`src/rtl/wb_arb_pkg.sv`:
```
`default_nettype none
// ============================================================================
//  Module   : wb_arb_pkg
//  Purpose  : Shared types, constants and the round-robin selection function
//             for the Wishbone master arbiter.
//  Revision : 1.0  initial release
// ============================================================================
package wb_arb_pkg;

    // Arbiter states: IDLE owns no grant, BUSY holds one registered grant.
    typedef enum logic [0:0] {
        ST_IDLE = 1'b0,
        ST_BUSY = 1'b1
    } arb_state_t;

    // Read data returned to a master whose strobe is forcibly terminated.
    localparam logic [15:0] TIMEOUT_RDATA = 16'hDEAD;

    // Returns the one-hot selection of the first requester found scanning
    // upward from last+1, wrapping modulo n. Zero when nobody requests.
    // Sized for the largest supported master count (8).
    function automatic logic [7:0] rr_next(input logic [7:0]  req,
                                           input logic [2:0]  last,
                                           input int unsigned n);
        logic [7:0] sel;
        logic [2:0] idx;
        sel = '0;
        // Walk from the farthest candidate down to the nearest so the
        // nearest requester is the one left in sel.
        for (int unsigned k = 8; k >= 1; k--) begin
            if (k <= n) begin
                idx = 3'((32'(last) + k) % n);
                if (req[idx]) begin
                    sel = 8'b1 << idx;
                end
            end
        end
        return sel;
    endfunction

endpackage
`default_nettype wire

```
`src/rtl/wb_rr_pick.sv`:
```
`default_nettype none
// ============================================================================
//  Module   : wb_rr_pick
//  Purpose  : Combinational round-robin picker with its last-grant pointer.
//             The pointer resets to NUM_MASTERS-1 so master 0 wins first.
//  Revision : 1.0  initial release
// ============================================================================
module wb_rr_pick
    import wb_arb_pkg::*;
#(
    parameter int NUM_MASTERS = 2
) (
    input  logic                   clk,
    input  logic                   rst,
    input  logic [NUM_MASTERS-1:0] req,
    input  logic                   update,
    output logic [NUM_MASTERS-1:0] pick
);

    logic [7:0] w_req_ext;
    logic [7:0] w_pick_ext;
    logic [2:0] w_pick_idx;
    logic [2:0] r_last;

    // Widen the request vector to the function's fixed 8-bit form.
    always_comb begin
        w_req_ext                  = '0;
        w_req_ext[NUM_MASTERS-1:0] = req;
    end

    assign w_pick_ext = rr_next(w_req_ext, r_last, unsigned'(NUM_MASTERS));
    assign pick       = w_pick_ext[NUM_MASTERS-1:0];

    // One-hot to index conversion of the current pick.
    always_comb begin
        w_pick_idx = '0;
        for (int i = 0; i < 8; i++) begin
            if (w_pick_ext[i]) begin
                w_pick_idx = 3'(i);
            end
        end
    end

    // Last-grant pointer advances only when a grant is actually issued.
    always_ff @(posedge clk or posedge rst) begin
        if (rst) begin
            r_last <= 3'(NUM_MASTERS - 1);
        end else if (update && (|w_pick_ext)) begin
            r_last <= w_pick_idx;
        end
    end

endmodule
`default_nettype wire

```
`src/rtl/wb_master_arbiter.sv`:
```
`default_nettype none
// ============================================================================
//  Module   : wb_master_arbiter
//  Purpose  : Round-robin arbiter sharing one Wishbone slave bus between
//             NUM_MASTERS masters. A grant covers a whole wb_cycle; at least
//             one idle cycle separates consecutive owners.
//             Optional build macro WB_ARB_TIMEOUT_EN adds a stall counter that
//             force-acks a strobe left unacknowledged for TIMEOUT_CYCLES
//             cycles and raises a sticky timeout_flag. DW must be a multiple
//             of 16.
//  Revision : 1.0  initial release
// ============================================================================
module wb_master_arbiter
    import wb_arb_pkg::*;
#(
    parameter int NUM_MASTERS    = 2,
    parameter int AW             = 16,
    parameter int DW             = 16,
    parameter int TIMEOUT_CYCLES = 64
) (
    input  logic                      clk,
    input  logic                      rst,
    input  logic [NUM_MASTERS-1:0]    m_cycle,
    input  logic [NUM_MASTERS-1:0]    m_strobe,
    input  logic [NUM_MASTERS-1:0]    m_write,
    input  logic [NUM_MASTERS*AW-1:0] m_addr,
    input  logic [NUM_MASTERS*DW-1:0] m_wrData,
    output logic [NUM_MASTERS-1:0]    m_ack,
    output logic [DW-1:0]             m_rdData,
    output logic                      s_cycle,
    output logic                      s_strobe,
    output logic                      s_write,
    output logic [AW-1:0]             s_addr,
    output logic [DW-1:0]             s_wrData,
    input  logic                      s_ack,
    input  logic [DW-1:0]             s_rdData,
    output logic [NUM_MASTERS-1:0]    grant,
    output logic                      timeout_flag
);

    arb_state_t             r_state;
    arb_state_t             w_state_nxt;
    logic [NUM_MASTERS-1:0] r_grant;
    logic [NUM_MASTERS-1:0] w_grant_nxt;
    logic [NUM_MASTERS-1:0] w_pick;
    logic                   w_pick_update;
    logic                   w_g_cycle;
    logic                   w_g_strobe;
    logic                   w_g_write;
    logic [AW-1:0]          w_g_addr;
    logic [DW-1:0]          w_g_wrdata;
    logic                   w_timeout;

    wb_rr_pick #(
        .NUM_MASTERS (NUM_MASTERS)
    ) u_pick (
        .clk    (clk),
        .rst    (rst),
        .req    (m_cycle),
        .update (w_pick_update),
        .pick   (w_pick)
    );

    // State and grant registers; reset aborts any cycle in flight.
    always_ff @(posedge clk or posedge rst) begin
        if (rst) begin
            r_state <= ST_IDLE;
            r_grant <= '0;
        end else begin
            r_state <= w_state_nxt;
            r_grant <= w_grant_nxt;
        end
    end

    // Next-state logic: grant on any request in IDLE, release when the owner
    // drops its cycle. BUSY always returns through IDLE.
    always_comb begin
        w_state_nxt   = r_state;
        w_grant_nxt   = r_grant;
        w_pick_update = 1'b0;
        case (r_state)
            ST_IDLE: begin
                if (|m_cycle) begin
                    w_state_nxt   = ST_BUSY;
                    w_grant_nxt   = w_pick;
                    w_pick_update = 1'b1;
                end
            end
            ST_BUSY: begin
                if (!w_g_cycle) begin
                    w_state_nxt = ST_IDLE;
                    w_grant_nxt = '0;
                end
            end
            default: begin
                w_state_nxt = ST_IDLE;
                w_grant_nxt = '0;
            end
        endcase
    end

    // Owner mux off the grant register; all-zero grant yields all-zero bus.
    always_comb begin
        w_g_cycle  = 1'b0;
        w_g_strobe = 1'b0;
        w_g_write  = 1'b0;
        w_g_addr   = '0;
        w_g_wrdata = '0;
        for (int i = 0; i < NUM_MASTERS; i++) begin
            if (r_grant[i]) begin
                w_g_cycle  = m_cycle[i];
                w_g_strobe = m_strobe[i];
                w_g_write  = m_write[i];
                w_g_addr   = m_addr[i*AW +: AW];
                w_g_wrdata = m_wrData[i*DW +: DW];
            end
        end
    end

`ifdef WB_ARB_TIMEOUT_EN
    localparam int c_cnt_w = (TIMEOUT_CYCLES > 1) ? $clog2(TIMEOUT_CYCLES) : 1;

    logic [c_cnt_w-1:0] r_to_cnt;
    logic               r_to_flag;
    logic               w_stall;

    assign w_stall   = (r_state == ST_BUSY) && w_g_strobe && !s_ack;
    assign w_timeout = w_stall && (r_to_cnt == c_cnt_w'(TIMEOUT_CYCLES - 1));

    // Stall counter: counts unacknowledged strobe cycles, restarts after a
    // forced termination.
    always_ff @(posedge clk or posedge rst) begin
        if (rst) begin
            r_to_cnt <= '0;
        end else if (w_stall && !w_timeout) begin
            r_to_cnt <= r_to_cnt + 1'b1;
        end else begin
            r_to_cnt <= '0;
        end
    end

    // Sticky flag recording that at least one forced termination occurred.
    always_ff @(posedge clk or posedge rst) begin
        if (rst) begin
            r_to_flag <= 1'b0;
        end else if (w_timeout) begin
            r_to_flag <= 1'b1;
        end
    end

    assign timeout_flag = r_to_flag;
    assign m_rdData     = w_timeout ? {(DW/16){TIMEOUT_RDATA}} : s_rdData;
`else
    localparam int c_unused_timeout = TIMEOUT_CYCLES;

    assign w_timeout    = 1'b0;
    assign timeout_flag = 1'b0;
    assign m_rdData     = s_rdData;
`endif

    assign grant    = r_grant;
    assign s_cycle  = w_g_cycle;
    assign s_strobe = w_g_strobe & ~w_timeout;
    assign s_write  = w_g_write;
    assign s_addr   = w_g_addr;
    assign s_wrData = w_g_wrdata;

    // Ack is routed only to the owner and only while it strobes.
    generate
        for (genvar i = 0; i < NUM_MASTERS; i++) begin : g_ack
            assign m_ack[i] = r_grant[i] & ((s_ack & m_strobe[i]) | w_timeout);
        end
    endgenerate

endmodule
`default_nettype wire
```
`config.mk`:
```
export PLATFORM = sky130hd
export DESIGN_NAME = wb_master_arbiter
export DESIGN_NICKNAME = d
export VERILOG_FILES = /design/src/rtl/wb_arb_pkg.sv /design/src/rtl/wb_rr_pick.sv /design/src/rtl/wb_master_arbiter.sv
export SDC_FILE = /design/constraint.sdc
export NUM_CORES = 1
export LEC_CHECK = 0
export ABC_AREA = 1
export CAP_MARGIN = 40
export CELL_PAD_IN_SITES_DETAIL_PLACEMENT = 1
export CELL_PAD_IN_SITES_GLOBAL_PLACEMENT = 2
export CORE_AREA = 2 2 97 99
export CTS_BUF_LIST = sky130_fd_sc_hd__clkbuf_16
export DETAILED_ROUTE_END_ITERATION = 8
export DIE_AREA = 0 0 99 101
export PLACE_DENSITY = 0.95
export SETUP_SLACK_MARGIN = 0.15
export SLEW_MARGIN = 25
export SYNTH_ARGS = -nofsm -noshare
export SYNTH_HDL_FRONTEND = slang
export SYNTH_SLANG_ARGS = --single-unit
export TNS_END_PERCENT = 100
```
`constraint.sdc`:
```
create_clock -name clk -period 1.5 [get_ports clk]
set_input_delay 0.15 -clock clk [delete_from_list [all_inputs] [get_ports clk]]
set_output_delay 0.15 -clock clk [all_outputs]
set_load 0.01 [all_outputs]
```
# --- After elaboration in Yosys (flattened, before gate mapping) ---
# Cells that the tools add are included.
# Widths: inputs -> output; s select.
word_totals:
  regBits: 4
  input_bits: 89
  word_cells: 50
classes:
  add_sub_neg: 2
  order_cmp: 2
  eq_ne: 2
  shifts: 2
  n_mux: 30
  bitwise_logic: 5
  reduce_logical: 4
op_table:
  columns: ["op", "count"]
  rows:
  - ["$mux 16", 4]
  - ["$mux 1", 20]
  - ["$mux 8", 2]
  - ["$shl 1x1->8 const A", 2]
  - ["$lt 1x4->1 const B", 2]
  - ["$reduce_or 8->1", 1]
  - ["$and 1x1->1", 4]
  - ["$mux 2", 2]
  - ["$ne 2x2->1 const B", 2]
  - ["$pmux 2 s2", 1]
  - ["$add 1x1->1 const B", 2]
  - ["$pmux 1 s2", 1]
  - ["$reduce_and 2->1", 1]
  - ["$reduce_or 2->1", 1]
  - ["$logic_and 1x1->1", 1]
  - ["$not 1->1", 1]

# --- Logic depth before layout (Yosys ltp) ---
# Gate-level depths: netlist (run 1).
logic_depth:
  word_depth: 12
  mapped_depth: 5

# --- Modules after synthesis ---
# A second synthesis (run 1) with hierarchy kept.
hier_totals:
  hier_cells: 163
  hier_area_um2: 892.1
modules_own_cells:
  columns: ["mod", "instances", "cells_per_inst", "area_each_um2", "seq_area_each_um2"]
  rows:
  - ["wb_master_arbiter", 1, 154, 827.0, 75.1]
  - ["wb_rr_pick", 1, 9, 65.1, 26.3]

# --- Least setup slack after synthesis (run 1) ---
# Ideal clock, no wire load.
synth_path:
  path_kind: "register -> output"
  start: "register r_grant[1] (netlist: grant[1])"
  end: "output port s_addr[0]"
  t_arrival_ps: 885
  t_required_ps: 1350
  slack_ps: 465
  stages_incl_launch_ff: 5
  cell_sequence: "dfrtp_1 inv_2 buf_2 nand3_1 nand2_1"
synth_via:
  elab_chain_cells: 1
synth_lines:
  columns: ["element", "line_no", "rtl"]
  rows:
  - ["from (decl)", "wb_master_arbiter.sv:43", "logic [NUM_MASTERS-1:0] r_grant;"]
  - ["from (signal assigned)", "wb_master_arbiter.sv:71", "r_grant <= w_grant_nxt;"]
  - ["$mux 16", "wb_master_arbiter.sv:110", "if (r_grant[i]) begin"]
  - ["to (decl)", "wb_master_arbiter.sv:33", "output logic [AW-1:0] s_addr,"]
# Every way passes these cells.

# --- Worst setup path in the final report (run 1) ---
layout_path:
  start: "register r_grant[1] (netlist: grant[1])"
  end: "output port s_cycle"
layout_via:
  elab_chain_cells: 1
layout_lines:
  columns: ["element", "line_no", "rtl"]
  rows:
  - ["$mux 1", "wb_master_arbiter.sv:110", null]
  - ["to (decl)", "wb_master_arbiter.sv:30", "output logic s_cycle,"]
# Every way passes these cells.

==> results of run 1 <==
-- critical path: cells and delay by family, from the launching register on --
family                 cells  cell delay, ps
buffers and inverters      5             550
and+or+nand+nor            2             170
DFF                        1             380
-- through the flow --
stage               power [W]  instance area, um2  setup TNS (ps)  hold WS (ps)  cells
floorplan             0.00136                 871               0         -84.6    158
global placement      0.00252                2010           -3.10           300    364
detailed placement    0.00257                2010           -88.6           300    364
CTS                   0.00347                2270               0           118    384
global route          0.00395                2410           -85.5           134    388
finish                0.00367                2410               0           108    388
-- worst max path at each step --
stage                      endpoint   startpoint  slack [ps]  depth (start not counted)
after floorplan           s_addr[0]     grant[1]         470                          4
final                       s_cycle     grant[1]          30                          7
after CTS                 s_addr[6]     grant[1]          10                          7
after detailed placement    s_cycle   m_cycle[1]         -30                          4
after global routing        s_cycle     grant[1]         -30                          7
after global placement     s_strobe  m_strobe[0]          -2                          4
-- final cells by class --
cell class,count,share of cell area
multi-input combinational,121,0.288
clock inverter,1,0.00156
tap,111,0.0576
clock buffer,3,0.0312
inverter,5,0.00779
timing repair buffer,143,0.572
sequential,4,0.0421
-- power by group --
group	switching, W	internal [W]	total, W
clock	0.0000860	0.000345	0.000431
combinational	0.00143	0.00158	0.00301
sequential	0.0000578	0.000170	0.000228
-- metal layers --
| layer | global-route usage | vias to the layer above | wire length, um |
|---|---|---|---|
| met2 | 0.193 | 70 | 2950 |
| met5 | 0 | - | 0 |
| li1 | - | 726 | - |
| met1 | 0.0975 | 703 | 1720 |
| met4 | 0.0242 | 0 | 49 |
| met3 | 0.0208 | 7 | 391 |
-- synthesized netlist by cell type --
master and instances:
nand2_1 76, nand3_1 36, buf_4 21, inv_1 4, buf_2 3, clkbuf_8 3
dfrtp_1 3, nand3_2 2, nor2_1 2, buf_6 1, conb_1 1, dfstp_2 1
inv_2 1, nand2_4 1, o211ai_1 1, o21ai_0 1, o21ai_1 1
-- timing repair --
action                                  in CTS  in global routing
cloned                                       3                  0
resized for setup                          183                 22
endpoints found under the setup margin      39                 38
setup buffers                               13                  4
pin swaps                                    9                 12
hold buffers                                 0                  0
hold endpoints to repair                     0                  0
-- logic make-up after synthesis --
logic type / Yosys count / synth area share
AO/OA/AOI/OAI: 3 / 0.0201
buffers and inverters: 33 / 0.280
flip-flops: 4 / 0.116
other: 1 / 0.00431
AND/OR/NAND/NOR: 117 / 0.579
-- state kept, by name, indices dropped and copies added, names as in the netlist --
| register | count |
|---|---|
| u_pick.r_last | 1 |
| r_state | 1 |
| grant | 2 |
==> impl_metrics.toml, run 1 <==
[route]
drt_iter0_markers = 21
wl_mm = 5.12
vias = 1506
viasPerCell = 3.88
ant_nets = 0
first_pass_iters = 3
routedWlPerCell_um = 13.2
drt_drc_violations_left = 0

[synthesis]
syn-cell-area_um2 = 871
yosys-top-cells-area = "nand2_1 33%, nand3_1 21%, buf_4 18%"
avgSynthCellArea_um2 = 5.51
ys_warn_count = 0
ys_seq_area_frac = 0.116
synth_top_area_cell = "nand2_1"
ys_seq_elements = 4
synth_top_area_frac = 0.328
syn-num-nets = 247
ys_types = 17
syn_inst = 158

[timing]
final-setup-viol-count = 0
fmax_mhz = 679
post-route-period-util = 0.982
period_minus_slack_ps = 1470
setup_ws_ps = 27.6
grt_setup_unrepaired = "true"
drv_slew = 0
clock_skew_ps = 0.353
hold_violations = 0

[layout]
seq_area_um2 = 101
multi_input_area_um2 = 693
utilization = 0.268
final_common_cell = "nand2_1"
layout.nets = 367
drive_above_1_share = 0.386
fill_cells = 1089
final_cell_mix = "73 x nand2_1, 72 x clkdlybuf4s50_1, 33 x buf_2, 28 x nand3_2, 15 x buf_6"
diodes = 0
area_delta_synth_final_pct = 177

[setup_path]
critPathKind = "reg -> out"
slowest_stage = "dfrtp_1"
rr_startpoint = "grant[1]"
worst_r2r_endpoint = "grant[1]"
slowest_delay_ps = 380
reg2regPathDepth = 9
worstPathCellList = "inv_2 > buf_6 > buf_8 > buf_6 > nand3_4 > nand2_4 > buf_6"
worst_ep_arrival_time_ps = 1320
r2r_slack_ps = 210
cpMostUsedCell = "buf_6"
crit_required_ps = 1350
critPathLaunchType = "register"
end_kind = "output port"
worst-path-max-fanout = 7

[cts]
cts_root_buffer = "clkbuf_16"
cts_tree = "done"
cts.sinks = 4
clk_path_buf_depth = 2
cts-buffers-inserted = 3
htree_levels = 1
clk_pin_slew_ps = 30
clkLatencyLatePin_ps = 230

[floorplan]
die_h_um = 101
boundaryPins = 145
start_util = 0.0970
die_w_um = 99
core_region_area_um2 = 8980
rows = 35
dieArea_um2 = 10000

[run]
drv_cap = 0

[global_route]
antenna_found_initial = 0
grt.total_usage = 0.0954
grt_overflow = 0
grt_pass1_vias = 1534
grt_first_pass_wirelength_mm = 7.50
grt_max_degree = 20

[place]
post-place-ws_ps = -26.2
dpl.hpwl_mm = 3.61
gp_routability_congestion = 0.690
io_buffers = 111

[min_path]
hold_path.class = "in -> async"

[power]
leakage_nw = 1.18
p_per_area_nw_per_um2 = 1520
vdd_drop_max_uv = 582

[status]
status = "finished clean"
No activity file was read; power rests on OpenSTA's default activity.
==> inputs of run 2 (changes only) <==
ABC_CLOCK_PERIOD_IN_PS = 1500   (was unset)
==> results of run 2 <==
Final layout, timing and power as in run 1 (identical DEF).
==> inputs of run 3 (changes only) <==
==> constraint.sdc (replaced) <==
create_clock -name clk -period 1.5 [get_ports clk]
set_input_delay 0.45 -clock clk [delete_from_list [all_inputs] [get_ports clk]]
set_output_delay 0.45 -clock clk [all_outputs]
set_load 0.01 [all_outputs]
==> impl_metrics.toml, run 3 (same netlist as run 1, synthesis figures left out) <==
[setup_path]
slowest_stage = "dfrtp_1"
end_kind = "output port"
worst-path-max-fanout = 5
worst_ep_arrival_time_ps = 1290
crit_required_ps = 1050
critPathKind = "reg -> out"
critPathLaunchType = "register"
slowest_delay_ps = 390
worstPathCellList = "buf_6 > buf_12 > clkbuf_16 > nand2_2 > nand2_1 > buf_2"
crit_buf_inv = 4
crit_family = "buffers and inverters"

[floorplan]
die_h_um = 101
dieArea_um2 = 10000
core_region_area_um2 = 8980
rows = 35
die_w_um = 99
start_util = 0.0970
boundaryPins = 145

[cts]
cts_root_buffer = "clkbuf_16"
clkLatencyLatePin_ps = 230
cts-buffers-inserted = 3
htree_levels = 1
clk_pin_slew_ps = 30
clk_path_buf_depth = 2
cts_tree = "done"
cts.sinks = 4
holdBufCountCts = 0

[timing]
drv_slew = 0
setup_ws_ps = -240
hold_violations = 0
grt_setup_unrepaired = "true"
period_minus_slack_ps = 1740
fmax_mhz = 575
clock_skew_ps = 0.992
tns_ps = -6880
post-route-period-util = 1.16
final-setup-viol-count = 38

[global_route]
grt_first_pass_wirelength_mm = 7.52
grt_overflow = 0
grt_max_degree = 20
antenna_found_initial = 0
grt.total_usage = 0.0932
grt_pass1_vias = 1518

[place]
gp_routability_congestion = 0.773
numPlacedInstances = 362
dpl.hpwl_mm = 3.47
io_buffers = 111
placedInstanceArea_um2 = 2020

[layout]
final_cell_mix = "67 x clkdlybuf4s50_1, 54 x nand2_1, 32 x nand3_1, 29 x buf_2, 16 x buf_6"
utilization = 0.267
layout.nets = 361
final_common_cell = "clkdlybuf4s50_1"
design_area_um2 = 2390
area_delta_synth_final_pct = 175
drive_above_1_share = 0.376
diodes = 0
largest_register_ffs = 2
fin_cells = 382

[run]
drv_cap = 0

[route]
first_pass_iters = 4
drt_drc_violations_left = 0
routedWlPerCell_um = 13.5
vias = 1481
viasPerCell = 3.88
drt_iter0_markers = 14
wl_mm = 5.16
ant_nets = 0

[power]
p_per_area_nw_per_um2 = 1570
vdd_drop_max_uv = 668
p_total_w = 0.00377
leakage_nw = 1.21

[status]
status = "finished, violations left"
violations = "setup timing"

[min_path]
hold_path.class = "in -> async"
run 3: report_power, final:
part	internal [W]	leakage, nW	switching, W
Sequential	0.000170	0.0477	0.0000434
Clock	0.000345	0.0423	0.0000865
Combinational	0.00166	1.12	0.00146
Total	0.00218	1.21	0.00159
run 3: path summary, 6_finish.rpt:
path / start / to / slack [ps] / depth (start not counted)
max: grant[1] / s_wrData[12] / -240 / 6
min: rst / grant[0] / 430 / 2
max reg2reg: grant[1] / grant[0] / 300 / 8
min reg2reg: u_pick.r_last[0] / u_pick.r_last[0] / 470 / 2
max in group asynchronous: rst / u_pick.r_last[0] / 830 / 2
min in group clk: u_pick.r_last[0] / u_pick.r_last[0] / 470 / 2
run 3: per-stage QoR:
stage | hold slack [ps] | worst slack (ps)
finish | 431 | -240
global route | 465 | -293
CTS | 441 | -226
detailed placement | 472 | -633
global placement | 461 | -597
floorplan | 215 | 165
run 3: cell type report:
cell class,instances,area (um2)
Tap cell,111,139
Multi-Input combinational cell,121,654
Fill cell,1086,6580
Inverter,5,18.8
Timing Repair Buffer,137,1400
Clock buffer,3,75.1
Sequential cell,4,101
Clock inverter,1,3.75
run 3: routing by layer:
layer  vias to the layer above  track usage  routed length (um)
li1                        715            -                   -
met1                       690       0.0992                1900
met2                        72        0.183                2800
met3                         4       0.0257                 442
met4                         0       0.0179                  27
met5                         -            0                   0
run 3: what timing repair did:
| item | CTS | global route |
|---|---|---|
| hold endpoints to repair | 0 | 0 |
| endpoints found under the setup margin | 41 | 39 |
| buffers inserted | 9 | 1 |
| gates cloned | 3 | 3 |
| pin swaps | 7 | 12 |
| resized for setup | 189 | 36 |
